$ cat config.mk
export PLATFORM = sky130hd
export DESIGN_NAME = countdown_timer
export DESIGN_NICKNAME = d
export VERILOG_FILES = /design/src/rtl/countdown_timer_pkg.sv /design/src/rtl/countdown_prescaler.sv /design/src/rtl/countdown_timer.sv
export SDC_FILE = /design/constraint.sdc
export NUM_CORES = 1
export LEC_CHECK = 0
export CAP_MARGIN = 20
export CORE_MARGIN = 3
export CORE_UTILIZATION = 40
export DETAILED_ROUTE_END_ITERATION = 8
export PLACE_DENSITY = 0.68
export REMOVE_ABC_BUFFERS = 1
export SYNTH_ARGS = -nofsm -noshare
export SYNTH_HDL_FRONTEND = slang
export SYNTH_HIERARCHICAL = 1
export SYNTH_SLANG_ARGS = --single-unit
$ cat constraint.sdc
create_clock -name clk -period 2.45 [get_ports clk]
set_clock_uncertainty 0.15 [all_clocks]
set_input_delay 0.735 -clock clk [delete_from_list [all_inputs] [get_ports clk]]
set_output_delay 0.735 -clock clk [all_outputs]
set_load 0.05 [all_outputs]
$ cat src/rtl/countdown_timer_pkg.sv
// Shared types and sizing helper for the loadable countdown timer.
// State encoding and prescaler width derivation live here so both modules agree.
package countdown_timer_pkg;

    typedef enum logic [1:0] {
        IDLE = 2'd0,
        RUN  = 2'd1,
        DONE = 2'd2
    } state_t;

    // A prescaler of 1 still needs a 1-bit register to keep the port legal.
    function automatic int prescaler_width(input int prescale);
        return (prescale > 1) ? $clog2(prescale) : 1;
    endfunction

endpackage

$ cat src/rtl/countdown_prescaler.sv
// Prescaler: emits a combinational tick every PRESCALE enabled cycles; zero latency.
// Holds while enable is low; clear forces the phase back to zero on the next edge.
module countdown_prescaler
    import countdown_timer_pkg::*;
#(
    parameter int PRESCALE = 1
) (
    input  logic clk,
    input  logic rst,
    input  logic enable,
    input  logic clear,
    output logic tick
);

    localparam int PW = prescaler_width(PRESCALE);

    logic [PW-1:0] cnt;

    assign tick = enable && (cnt == PW'(PRESCALE - 1));

    always_ff @(posedge clk or posedge rst) begin
        if (rst) begin
            cnt <= '0;
        end else if (clear) begin
            cnt <= '0;
        end else if (enable) begin
            cnt <= tick ? '0 : cnt + PW'(1);
        end
    end

endmodule

$ cat src/rtl/countdown_timer.sv
// Loadable down-counter: one decrement per prescaled tick, one-cycle done_pulse at zero.
// load_ready only in IDLE (loads elsewhere dropped); COUNTDOWN_TIMER_AUTORELOAD_EN makes it periodic.
module countdown_timer
    import countdown_timer_pkg::*;
#(
    parameter int WIDTH    = 8,
    parameter int PRESCALE = 1
) (
    input  logic             clk,
    input  logic             rst,
    input  logic             load_valid,
    output logic             load_ready,
    input  logic [WIDTH-1:0] load_value,
    input  logic             pause,
    input  logic             abort,
    output logic [WIDTH-1:0] current_count,
    output logic             busy,
    output logic             done_pulse
);

    state_t state, state_nxt;
    logic   tick;
    logic   presc_en;
    logic   presc_clr;
    logic   load_acc;
    logic   reload_go;

    assign load_acc  = load_valid && (state == IDLE);
    assign presc_en  = (state == RUN) && !pause;
    // Holding the prescaler cleared outside RUN gives every run a fresh phase.
    assign presc_clr = abort || (state != RUN);

    countdown_prescaler #(
        .PRESCALE (PRESCALE)
    ) u_prescaler (
        .clk    (clk),
        .rst    (rst),
        .enable (presc_en),
        .clear  (presc_clr),
        .tick   (tick)
    );

`ifdef COUNTDOWN_TIMER_AUTORELOAD_EN
    logic [WIDTH-1:0] reload_q;

    always_ff @(posedge clk or posedge rst) begin
        if (rst) begin
            reload_q <= '0;
        end else if (load_acc && !abort) begin
            reload_q <= load_value;
        end
    end

    assign reload_go = (state == DONE) && (reload_q != '0);
`else
    assign reload_go = 1'b0;
`endif

    always_ff @(posedge clk or posedge rst) begin
        if (rst) begin
            state <= IDLE;
        end else begin
            state <= state_nxt;
        end
    end

    always_comb begin
        state_nxt = state;
        unique case (state)
            IDLE: if (load_valid) state_nxt = (load_value != '0) ? RUN : DONE;
            RUN:  if (tick && (current_count == WIDTH'(1))) state_nxt = DONE;
            DONE: state_nxt = reload_go ? RUN : IDLE;
            default: state_nxt = IDLE;
        endcase
        if (abort) state_nxt = IDLE;
    end

    always_comb begin
        load_ready = (state == IDLE);
        busy       = (state == RUN);
        done_pulse = (state == DONE);
    end

    always_ff @(posedge clk or posedge rst) begin
        if (rst) begin
            current_count <= '0;
        end else if (abort) begin
            current_count <= '0;
        end else if (load_acc) begin
            current_count <= load_value;
        end else if (tick && (current_count != '0)) begin
            current_count <= current_count - WIDTH'(1);
        end else if (reload_go) begin
`ifdef COUNTDOWN_TIMER_AUTORELOAD_EN
            current_count <= reload_q;
`else
            current_count <= '0;
`endif
        end
    end

endmodule

; Word level (Yosys, flattened, before mapping)
; Cells that the tools add are included.
[classes]
mux = 11
n_bitwise = 1
eq_ne = 6
addsub = 2
reduce_logical = 13
[ops]
columns = cell, count
row1 = 8-bit 2-to-1 mux, 3
row2 = 8-bit nonzero test, 2
row3 = "8-bit by 1-bit == test with 1-bit output, second input constant", 1
row4 = 2-bit 2-to-1 mux, 4
row5 = "8-bit by 1-bit subtractor with 8-bit output, second input constant", 1
row6 = "3-bit by 2-bit != test with 1-bit output, second input constant", 2
row7 = 1-bit logical AND, 5
row8 = 2-bit case mux with 2 select lines, 1
row9 = 1-bit 2-to-1 mux, 3
row10 = 3-bit nonzero test, 1
row11 = "2-bit by 1-bit == test with 1-bit output, second input constant", 1
row12 = "2-bit == test, second input constant", 1
row13 = 2-bit zero test, 1
row14 = "2-bit by 1-bit != test with 1-bit output, second input constant", 1
row15 = 2-bit AND reduction, 1
row16 = 2-bit nonzero test, 1
row17 = "1-bit adder, second input constant", 1
row18 = 1-bit zero test, 1
row19 = 1-bit logical OR, 1
row20 = 1-bit NOT, 1
[word_totals]
word_cells = 36
reg_bits = 11
inputBits = 13
output_inout_bits = 11

; Logic depth before layout (Yosys ltp)
; Gate-level depths: netlist (run 1).
[depth]
depth_word = 7
depth_mapped = 7
ltp_nobuf = 7

; Cells and area by module
; Netlist (run 1), hierarchy kept.
[modules_own_cells]
columns = module, cells_per_inst, area_per_inst_um2, seq_area_each_um2, instances
row1 = countdown_timer, 80, 719.4, 250.2, 1
row2 = countdown_prescaler, 4, 50.0, 25.0, 1

; Worst setup path before layout (run 1)
; OpenSTA, ideal clock, no wires.
[synth_timing]
kind = reg2reg
from = register state[0]
to = register current_count[3]
t_arrival_ns = 2.577
path_buffers = 0
slack_ns = -0.371
period_less_slack_ns = 2.821
required_ns = 2.206
setup_time_ns = 0.094
stages_incl_launch_ff = 8
path_cell_list = dfrtp_1 -> nor2b_1 -> nor2b_1 -> and2b_2 -> or4b_1 -> a211oi_1 -> a21oi_1 -> a211oi_1
[synth_between]
elab_chain_len = 5
word_cells_on_any_way = 9
classes_between = 1 x eq/ne / 2 x mux / 6 x reduce/logical
[synth_lines]
columns = element, line_no
row1 = "start, declared", countdown_timer.sv:21  ; state_t state, state_nxt;
row2 = "start signal, assigned", countdown_timer.sv:63  ; state <= state_nxt;
row3 = 2-bit by 1-bit == test with 1-bit output, -
row4 = named net busy, countdown_timer.sv:17  ; output logic busy,
row5 = 1-bit logical AND, countdown_timer.sv:29  ; assign presc_en = (state == RUN) && !pause;
row6 = named net presc_en, countdown_timer.sv:23  ; logic presc_en;
row7 = 1-bit logical AND, countdown_prescaler.sv:19  ; assign tick = enable && (cnt == PW'(PRESCALE - 1));
row8 = named net tick, countdown_timer.sv:22  ; logic tick;
row9 = 1-bit logical AND, countdown_timer.sv:91  ; end else if (tick && (current_count != '0)) begin
row10 = 3-bit nonzero test (no source line), -
row11 = "end signal, assigned", countdown_timer.sv:90  ; current_count <= load_value;
row12 = "end signal, assigned", countdown_timer.sv:92  ; current_count <= current_count - WIDTH'(1);
row13 = "end, declared", countdown_timer.sv:16  ; output logic [WIDTH-1:0] current_count,
; The timed path passes the listed nets, and every way through them passes these cells.
; A chain may end at the register's enable or synchronous reset.

; Worst setup path after layout (run 1)
[layout_timing]
from = input port pause
to = register current_count[3]
[layout_between]
elab_chain_len = 5
[layout_lines]
columns = element, line_no
row1 = "start, declared", countdown_timer.sv:14  ; input logic pause,
row2 = 1-bit zero test, countdown_timer.sv:29
row3 = 1-bit logical AND, countdown_timer.sv:29
row4 = named net presc_en, countdown_timer.sv:23
row5 = 1-bit logical AND, countdown_prescaler.sv:19
row6 = named net tick, countdown_timer.sv:22
row7 = 1-bit logical AND, countdown_timer.sv:91
row8 = 3-bit nonzero test (no source line), -
; The timed path passes the listed nets, and every way through them passes these cells.

==> flow_summary_export.csv, run 1 <==
group,metric,value,unit
outcome,outcome,"completed",
logic_synthesis,yosysUniqueCellTypes,30,
sta,finalSetupViolCount,0,
logic_synthesis,synth_area,769.5,um^2
worst_setup_path,setup.worst_path.start,"pause",
min_path,whs_path_depth,1,
die,rows,15,
worst_setup_path,critical_path.max_fanout,2,
power,peakVddDrop,0.5918,mV
power,p_clk_frac,0.117,
die,io-pin-count,24,
final_layout,multiInputGateArea,460.4,um^2
clock_network,clockBufferDepth,2,
logic_synthesis,yosys-top-cells-area,"dfrtp_1 36%, a211oi_1 7.8%, nor2_1 6.8%",
power,p_sw_frac,0.5053,
worst_setup_path,worst-r2r-cell-count,7,
clock_network,cts_htree_levels,1,
die,die_area,2486,um^2
placement,dp_hpwl,1540,um
worst_setup_path,critical_path.max_stage_delay,0.46,ns
clock_network,path_clk_slew,0.07,ns
final_layout,design_area,1061,um^2
sta,slew_viol_final,0,
sta,max_freq,433.9,MHz
route,wl,2007,um
die,fp.dieH,49.86,um
grt,grtUsageTotal,0.1765,
worst_setup_path,worstReg2RegEnd,"current_count[3]",
final_layout,layout.nets,129,
sta,hold_viol,0,
worst_setup_path,timing.rr.start,"state[0]",
placement,dp.cells,133,
power,leakage,0.4466,nW
worst_setup_path,worstPathCellList,"clkdlybuf4s50_1 > nor2b_2 > and2b_2 > or4b_4 > a211oi_2 > a21oi_1 > a211oi_2",
route,drt-wirelength-per-cell,14.54,um
route,vias,733,
logic_synthesis,yosysSeqAreaShare,0.3577,
power,p_seq_frac,0.273,
clock_network,cts_buffers,3,
logic_synthesis,yosysWarnings,6,
clock_network,cts_tree,"yes",
sta,tightest_slew,0.4965,ns
power,powerDensity,1053,nW/um^2
die,die_w,49.86,um
final_layout,antenna_cells,0,
logic_synthesis,synth.most_common_cell,"nor2_1",
final_layout,instances_no_fill,138,
logic_synthesis,synthFlopType,"dfrtp_1",
final_layout,drive_gt1_frac,0.2655,
worst_setup_path,r2r_setup_slack,0.33,ns
logic_synthesis,synth_top_area_frac,0.3577,
worst_setup_path,start_kind,"input port",
logic_synthesis,synth-edff-count,0,
worst_setup_path,cp_data_required_time,2.49,ns
grt,grt_pass1_wl,3332,um
sta,period_minus_slack,2.305,ns
placement,port_buffers,23,
power,power,0.001117,W
logic_synthesis,synth_common_cells,"14 x nor2_1, 11 x dfrtp_1, 8 x a211oi_1, 7 x a21oi_1, 6 x inv_1",
job,max_cap_viol_count,0,
placement,globalplace.congestion,0.8278,
worst_setup_path,crit_path_end,"current_count[3]",
route,ant_nets,0,
worst_setup_path,end_kind,"register",
final_layout,seqCellArea,275.3,um^2
clock_network,clock_latency,0.28,ns
grt,overflow,0,
worst_setup_path,cp_slowest_cell,"or4b_4",
power,p_comb_frac,0.610,
route,drc,0,
grt,grt_max_degree,15,
worst_setup_path,crit_path_frequent_cell,"a211oi_2",
route,routed_via_density,5.312,
logic_synthesis,netlist_instances,84,
die,core,1764,um^2
power,internal_power,0.0005525,W
logic_synthesis,yosys.area.top_type,"dfrtp_1",
clock_network,cts_sinks,11,
worst_setup_path,arrival,2.34,ns
die,start_util,0.4362,
route,drt_iter0_drc,7,
grt,grt_pass1_vias,675,
logic_synthesis,synth-seq-cells,11,
worst_setup_path,path_class,"input port to register",
placement,placed_cell_area,1011,um^2
final_layout,fillerInstances,171,
grt,antenna_found_initial,0,
sta,maxSlewHeadroom,0.6665,
route,firstDrtPassIters,4,
final_layout,syn_to_final_growth,37.89,%
clock_network,cts-root-buf,"clkbuf_4",
min_path,worstHoldPathType,"register to register",
final_layout,final_core_util,0.6014,
sta,rsz0062_at_grt,"false",
logic_synthesis,async_flop_share,1.000,
power,p_switching,0.0005645,W
logic_synthesis,avgSynthCellArea,9.161,um^2
sta,fin_crit_sh,0.9408,
-- registers in the layout (all words and copies together), names as in the netlist --
name and cells:
current_count 8, state 2, u_prescaler/cnt 1
-- power groups by stage --
stage	Sequential, W	Combinational (W)	Clock, W
floorplan	0.000409	0.000340	0
global placement	0.000303	0.000656	0
detailed placement	0.000305	0.000661	0
CTS	0.000301	0.000665	0.000133
global route	0.000316	0.000728	0.000145
finish	0.000304	0.000682	0.000131
-- critical path, delay by kind of cell --
| kind | cells | cell delay (ns) |
|---|---|---|
| buf+inv | 1 | 0.41 |
| compound gates | 3 | 0.46 |
| simple gates | 3 | 0.73 |
-- kinds of logic (layout without fill, tap and decap cells) --
kind of cell	count (synthesis)	in the layout	share of synthesized area
XOR/XNOR	3	3	0.03415
AO/OA/AOI/OAI	22	22	0.2130
flip-flops	11	11	0.3577
adder cells (fa/ha/maj)	2	2	0.03252
buffers and inverters	8	37	0.06504
AND/OR/NAND/NOR	37	37	0.2846
multiplexers	1	1	0.01301
-- timing repair --
action | CTS | global route
buffers inserted | 0 | 1
hold buffers | 0 | 0
resized for setup | 0 | 4
setup endpoints to repair | 0 | 3
-- through the flow --
stage                     hold WS, ns  setup TNS [ns]  setup slack [ns]
after floorplan                0.3137         -0.7284           -0.3711
after global routing           0.4438               0          0.005452
after global placement         0.3548         -0.8506           -0.2102
final                          0.3980               0            0.1451
after detailed placement       0.3839          -1.007           -0.2762
after CTS                      0.4026               0          0.003124
-- routing by layer --
metal,global-route usage,share of wire,vias up
met1,0.2467,0.48,353
met5,0,0,-
met4,0.04147,0.0095,0
li1,-,-,367
met3,0.03021,0.031,2
met2,0.2819,0.48,11
-- layout by cell type (no fill, tap or decap) --
| master | n |
|---|---|
| nor2_1 | 14 |
| buf_4 | 14 |
| clkdlybuf4s50_1 | 12 |
| dfrtp_1 | 11 |
| a21oi_1 | 7 |
| a211oi_1 | 6 |
| inv_1 | 6 |
| nand2_1 | 3 |
| nor2b_1 | 3 |
| nor4_1 | 3 |
| a211oi_2 | 3 |
| xnor2_1 | 3 |
| clkbuf_4 | 3 |
| nor3_1 | 2 |
| nand3_1 | 2 |
| ha_1 | 2 |
| nand4_1 | 1 |
| mux2i_1 | 1 |
| or3b_2 | 1 |
| a41oi_1 | 1 |
| o31ai_1 | 1 |
| nor4_4 | 1 |
| or4b_4 | 1 |
| or2_4 | 1 |
| or3_1 | 1 |
| a2111oi_2 | 1 |
| nor2b_2 | 1 |
| nor4b_1 | 1 |
| a31o_2 | 1 |
| a31oi_1 | 1 |
| a221o_1 | 1 |
| clkbuf_1 | 1 |
| buf_12 | 1 |
| nor3b_2 | 1 |
| and2b_2 | 1 |
-- area by class of cell --
type	instances	share of cell area
clock buffers	4	0.02476
inverters	6	0.02123
multi-input cells	65	0.4340
flip-flops and latches	11	0.2594
well taps	25	0.02948
repair buffers	27	0.2311
-- worst min-delay path by stage --
stage                               start              end
after global placement    u_prescaler/cnt  u_prescaler/cnt
after floorplan                       rst  u_prescaler/cnt
final                     u_prescaler/cnt  u_prescaler/cnt
after CTS                 u_prescaler/cnt  u_prescaler/cnt
after global routing      u_prescaler/cnt  u_prescaler/cnt
after detailed placement  u_prescaler/cnt  u_prescaler/cnt
No activity file was read; power rests on OpenSTA's default activity.
==> inputs of run 2 (changes only) <==
--- a/config.mk
+++ b/config.mk
@@ -6,10 +6,12 @@
 export NUM_CORES = 1
 export LEC_CHECK = 0
 export CAP_MARGIN = 20
+export CELL_PAD_IN_SITES_DETAIL_PLACEMENT = 1
+export CELL_PAD_IN_SITES_GLOBAL_PLACEMENT = 1
 export CORE_MARGIN = 3
-export CORE_UTILIZATION = 40
+export CORE_UTILIZATION = 33
 export DETAILED_ROUTE_END_ITERATION = 8
-export PLACE_DENSITY = 0.68
+export PLACE_DENSITY = 0.75
 export REMOVE_ABC_BUFFERS = 1
 export SYNTH_ARGS = -nofsm -noshare
 export SYNTH_HDL_FRONTEND = slang
==> run 2 against run 1 <==
  * Utilization shrank 8.2 points
  * Largest power group unchanged
  * Final area grew 2.0%
  * Register-to-register slack lost 0.08 ns
  * Combinational power grew 4.4%
  * Critical path type is now register to output port
  * Highest routed layer is now met3
==> flow_summary_export.csv, run 2 (synthesis results as in run 1) <==
group,metric,value,unit
power,powerDensity,1053,nW/um^2
die,die_w,54.29,um
clock_network,clock_latency,0.27,ns
worst_setup_path,r2r_setup_slack,0.25,ns
worst_setup_path,path_depth,3,
sta,slew_viol_final,0,
clock_network,hold_buffers,0,
clock_network,cts_buffers,3,
worst_setup_path,cp_data_required_time,1.56,ns
sta,tightest_slew,0.5134,ns
grt,antenna_found_initial,0,
route,wl,2339,um
placement,port_buffers,23,
route,ant_nets,0,
final_layout,final_core_util,0.5198,
grt,grt_pass1_vias,795,
worst_setup_path,arrival,1.31,ns
route,drt_iter0_drc,11,
clock_network,cts_htree_levels,1,
sta,period_minus_slack,2.199,ns
route,vias,751,
placement,globalplace.congestion,0.8613,
worst_setup_path,timing.rr.start,"state[1]",
worst_setup_path,path_class,"register to output port",
clock_network,clockBufferDepth,2,
power,p_sw_frac,0.5083,
min_path,hold_path_startpoint,"u_prescaler/cnt",
final_layout,largest_registers,"current_count: 8 flops, state: 2 flops, u_prescaler/cnt: 1 flops",
sta,finalSetupViolCount,0,
sta,max_freq,454.8,MHz
die,die_area,2947,um^2
placement,dp.cells,138,
power,internal_power,0.0005605,W
final_layout,largest_reg_flops,8,
sta,maxSlewHeadroom,0.6552,
final_layout,top_register,"current_count",
placement,dp_hpwl,1792,um
power,peakVddDrop,0.5084,mV
route,firstDrtPassIters,4,
grt,grt_pass1_wl,3705,um
final_layout,instances_no_fill,142,
clock_network,cts_tree,"yes",
power,leakage,0.4668,nW
worst_setup_path,critical_path.max_fanout,6,
job,max_cap_viol_count,0,
route,drt-wirelength-per-cell,16.47,um
clock_network,path_clk_slew,0.07,ns
min_path,whs_path_depth,1,
sta,finalSetupTns,0,ns
worst_setup_path,end_kind,"output port",
final_layout,antenna_cells,0,
power,p_seq_frac,0.263,
worst_setup_path,crit_family,"flip-flops",
worst_setup_path,crit_buf_inv,2,
route,drc,0,
worst_setup_path,start_kind,"register",
sta,fin_crit_sh,0.8974,
sta,holdWs,0.4011,ns
power,p_clk_frac,0.112,
final_layout,syn_to_final_growth,40.65,%
power,p_switching,0.0005795,W
die,io-pin-count,24,
die,rows,16,
worst_setup_path,setup.worst_path.start,"state[0]",
sta,rsz0062_at_grt,"false",
min_path,worstHoldPathType,"register to register",
clock_network,cts_sinks,11,
final_layout,final_common_cell,"buf_4",
die,start_util,0.3696,
worst_setup_path,worstPathCellList,"buf_4 > nor2_1 > buf_12",
final_layout,drive_gt1_frac,0.2783,
final_layout,layout.nets,131,
worst_setup_path,cp_slowest_cell,"dfrtp_1",
sta,hold_viol,0,
die,fp.dieH,54.29,um
grt,grt_max_degree,15,
worst_setup_path,worst-r2r-cell-count,7,
route,routed_via_density,5.289,
final_layout,layout_common_cells,"16 x buf_4, 14 x nor2_1, 11 x dfrtp_1, 11 x clkdlybuf4s50_1",
clock_network,cts-root-buf,"clkbuf_4",
die,core,2082,um^2
outcome,outcome,"completed",
clock_network,post-cts-setup-buffer-count,0,
power,p_comb_frac,0.625,
grt,grtUsageTotal,0.1747,
grt,overflow,0,
worst_setup_path,critical_path.max_stage_delay,0.38,ns
==> run 2: through the flow <==
stage                     setup slack (ns)  power (W)  instance area (um^2)
after global routing                0.1317   0.001219                  1082
after floorplan                    -0.3711  0.0007494                 742.0
after global placement             -0.1662  0.0009841                  1036
final                               0.2514   0.001140                  1082
after detailed placement           -0.3313  0.0009933                  1036
after CTS                         0.004677   0.001133                  1067
==> run 2: timing repair <==
item	in CTS	in global routing
gates resized for setup	1	4
pin swaps	1	2
endpoints found under the hold margin	0	0
setup endpoints to repair	1	3
==> run 2: final timing paths <==
kind,endpoint
min in group asynchronous,u_prescaler/cnt
max reg2reg,current_count[3]
max,load_ready
min,u_prescaler/cnt
max in group asynchronous,current_count[1]
min reg2reg,u_prescaler/cnt
==> run 2: metal layers <==
| metal | vias up | GRT usage | wire, um |
|---|---|---|---|
| li1 | 372 | - | - |
| met5 | - | 0 | 0 |
| met4 | 0 | 0.06639 | 0 |
| met1 | 366 | 0.2458 | 1130 |
| met2 | 13 | 0.2709 | 1157 |
| met3 | 0 | 0.02180 | 51 |
==> run 2: power by group through the flow <==
stage	Sequential [W]	Combinational (W)	Clock [W]
final	0.000300	0.000712	0.000128
after global routing	0.000308	0.000762	0.000148
after CTS	0.000298	0.000702	0.000132
after detailed placement	0.000301	0.000693	0
after global placement	0.000297	0.000687	0
after floorplan	0.000409	0.000340	0
==> run 2: cell type report <==
class,instances,area (um^2)
multi-input combinational,65,461.7
tap,27,33.78
fill,255,999.7
timing repair buffer,29,262.8
clock buffer,4,26.28
inverter,6,22.52
sequential,11,275.3
==> inputs of run 3 (changes only) <==
--- a/config.mk
+++ b/config.mk
@@ -9,9 +9,10 @@
 export CELL_PAD_IN_SITES_DETAIL_PLACEMENT = 1
 export CELL_PAD_IN_SITES_GLOBAL_PLACEMENT = 1
 export CORE_MARGIN = 3
-export CORE_UTILIZATION = 33
+export CORE_UTILIZATION = 35
+export CTS_BUF_LIST = sky130_fd_sc_hd__clkbuf_4
 export DETAILED_ROUTE_END_ITERATION = 8
-export PLACE_DENSITY = 0.75
+export PLACE_DENSITY = 0.79
 export REMOVE_ABC_BUFFERS = 1
 export SYNTH_ARGS = -nofsm -noshare
 export SYNTH_HDL_FRONTEND = slang
==> run 3 against run 2 <==
  * Hold slack worse by 0.00075 ns
  * Largest cell class unchanged
  * Final area increased by 0.46%
  * Die area shrank 5.1%
  * Critical path type is now input port to register
  * Combinational power decreased by 0.8%
  * Wire length increased by 0.38%
  * Flip-flop and latch count did not move
  * Maximum frequency down 7.0%
  * Count of clock-buffer cells in the layout unchanged
  * Total power rose by 1.1%
==> flow_summary_export.csv, run 3 (synthesis results as in run 1) <==
group,metric,value,unit
outcome,outcome,"completed",
die,core,2022,um^2
power,peakVddDrop,0.5866,mV
final_layout,top_register,"current_count",
worst_setup_path,cp_slowest_cell,"or4b_4",
clock_network,clockBufferDepth,2,
clock_network,clock_latency,0.27,ns
grt,antenna_found_initial,0,
final_layout,design_area,1087,um^2
final_layout,largest_reg_flops,8,
final_layout,final_core_util,0.5377,
clock_network,cts_buffers,3,
min_path,worstHoldPathType,"register to register",
worst_setup_path,cp_data_required_time,2.48,ns
final_layout,final_common_cell,"buf_4",
route,firstDrtPassIters,4,
grt,grt_pass1_wl,3657,um
placement,dp_hpwl,1761,um
final_layout,drive_gt1_frac,0.2982,
clock_network,cts_htree_levels,1,
route,drc,0,
sta,finalSetupViolCount,0,
die,start_util,0.3806,
grt,grt_max_degree,15,
final_layout,multiInputGateArea,473.0,um^2
route,ant_nets,0,
final_layout,layout_common_cells,"15 x buf_4, 14 x nor2_1, 12 x clkdlybuf4s50_1",
sta,hold_viol,0,
final_layout,seqCellArea,275.3,um^2
sta,fin_ws,0.08602,ns
clock_network,cts_sinks,11,
route,vias,764,
worst_setup_path,path_class,"input port to register",
power,leakage,0.4569,nW
route,routed_via_density,5.418,
route,drt_iter0_drc,14,
clock_network,post-cts-setup-buffer-count,0,
sta,finalSetupTns,0,ns
worst_setup_path,crit_buf_inv,1,
sta,period_minus_slack,2.364,ns
placement,port_buffers,23,
placement,globalplace.congestion,0.8823,
clock_network,cts_tree,"yes",
worst_setup_path,crit_family,"simple AND/OR/NAND/NOR gates",
placement,placed_cell_area,1028,um^2
clock_network,path_clk_slew,0.08,ns
final_layout,layout.nets,130,
die,die_w,52.89,um
sta,slew_viol_final,0,
placement,dp_slack,-0.2655,ns
die,die_area,2797,um^2
worst_setup_path,end_kind,"register",
worst_setup_path,start_kind,"input port",
final_layout,syn_to_final_growth,41.30,%
die,fp.dieH,52.89,um
sta,fin_crit_sh,0.9649,
worst_setup_path,arrival,2.40,ns
final_layout,instances_no_fill,141,
final_layout,largest_registers,"current_count: 8 flops, state: 2 flops, u_prescaler/cnt: 1 flops",
power,powerDensity,1060,nW/um^2
grt,grtUsageTotal,0.1802,
worst_setup_path,critical_path.max_fanout,2,
final_layout,antenna_cells,0,
placement,dp.cells,137,
sta,max_freq,423.0,MHz
grt,overflow,0,
route,drt-wirelength-per-cell,16.65,um
die,io-pin-count,24,
sta,maxSlewHeadroom,0.6211,
grt,grt_pass1_vias,794,
worst_setup_path,worstPathCellList,"clkdlybuf4s50_1 > nor2b_2 > and2b_2 > or4b_4 > a211oi_2 > a21oi_1 > a211oi_1",
final_layout,fillerInstances,248,
clock_network,cts-root-buf,"clkbuf_4",
worst_setup_path,critical_path.max_stage_delay,0.47,ns
job,max_cap_viol_count,0,
route,wl,2348,um
sta,tightest_slew,0.5641,ns
die,rows,16,
==> run 3: cell types whose count changed in the layout (fill, tap and decap cells not counted), sizes merged <==
| cell | previous run | this run |
|---|---|---|
| buf | 17 | 16 |
| dlymetal6s2s | 1 | 0 |
| clkdlybuf4s50 | 11 | 12 |
==> run 3: stage by stage <==
| step | power, W | hold WS, ns |
|---|---|---|
| after global placement | 0.0009714 | 0.3527 |
| after CTS | 0.001133 | 0.4117 |
| after floorplan | 0.0007494 | 0.3137 |
| after detailed placement | 0.0009870 | 0.3889 |
| final | 0.001152 | 0.4003 |
| after global routing | 0.001228 | 0.4545 |
==> run 3: power breakdown <==
part           switching [W]  internal, W
Sequential         0.0000829     0.000225
Clock              0.0000642    0.0000741
Combinational       0.000437     0.000269
==> run 3: metal layers <==
metal | wire [um] | track usage | vias up
met5 | 0 | 0 | -
met1 | 1095 | 0.2340 | 373
met4 | 44 | 0.08936 | 0
met3 | 68 | 0.002817 | 4
li1 | - | - | 372
met2 | 1139 | 0.3058 | 15
==> run 3: final timing paths <==
check                                start                to  slack [ns]  cells past startpoint
max                                  pause  current_count[3]        0.09                      7
max in group asynchronous              rst  current_count[6]        1.23                      2
min                        u_prescaler/cnt   u_prescaler/cnt        0.40                      1
max reg2reg                       state[0]  current_count[3]        0.26                      7
min in group asynchronous              rst   u_prescaler/cnt        0.47                      2
min reg2reg                u_prescaler/cnt   u_prescaler/cnt        0.40                      1
==> run 3: area by class of cell <==
cell class,count,share of cell area
Clock buffer,4,0.02762
Inverter,6,0.02071
Multi-Input combinational cell,65,0.4350
Sequential cell,11,0.2532
Tap cell,27,0.03107
Timing Repair Buffer,28,0.2325
==> run 3: what timing repair did <==
action                                  CTS  global route
gates resized for setup                   0             6
endpoints found under the setup margin    0             4
hold buffers                              0             0
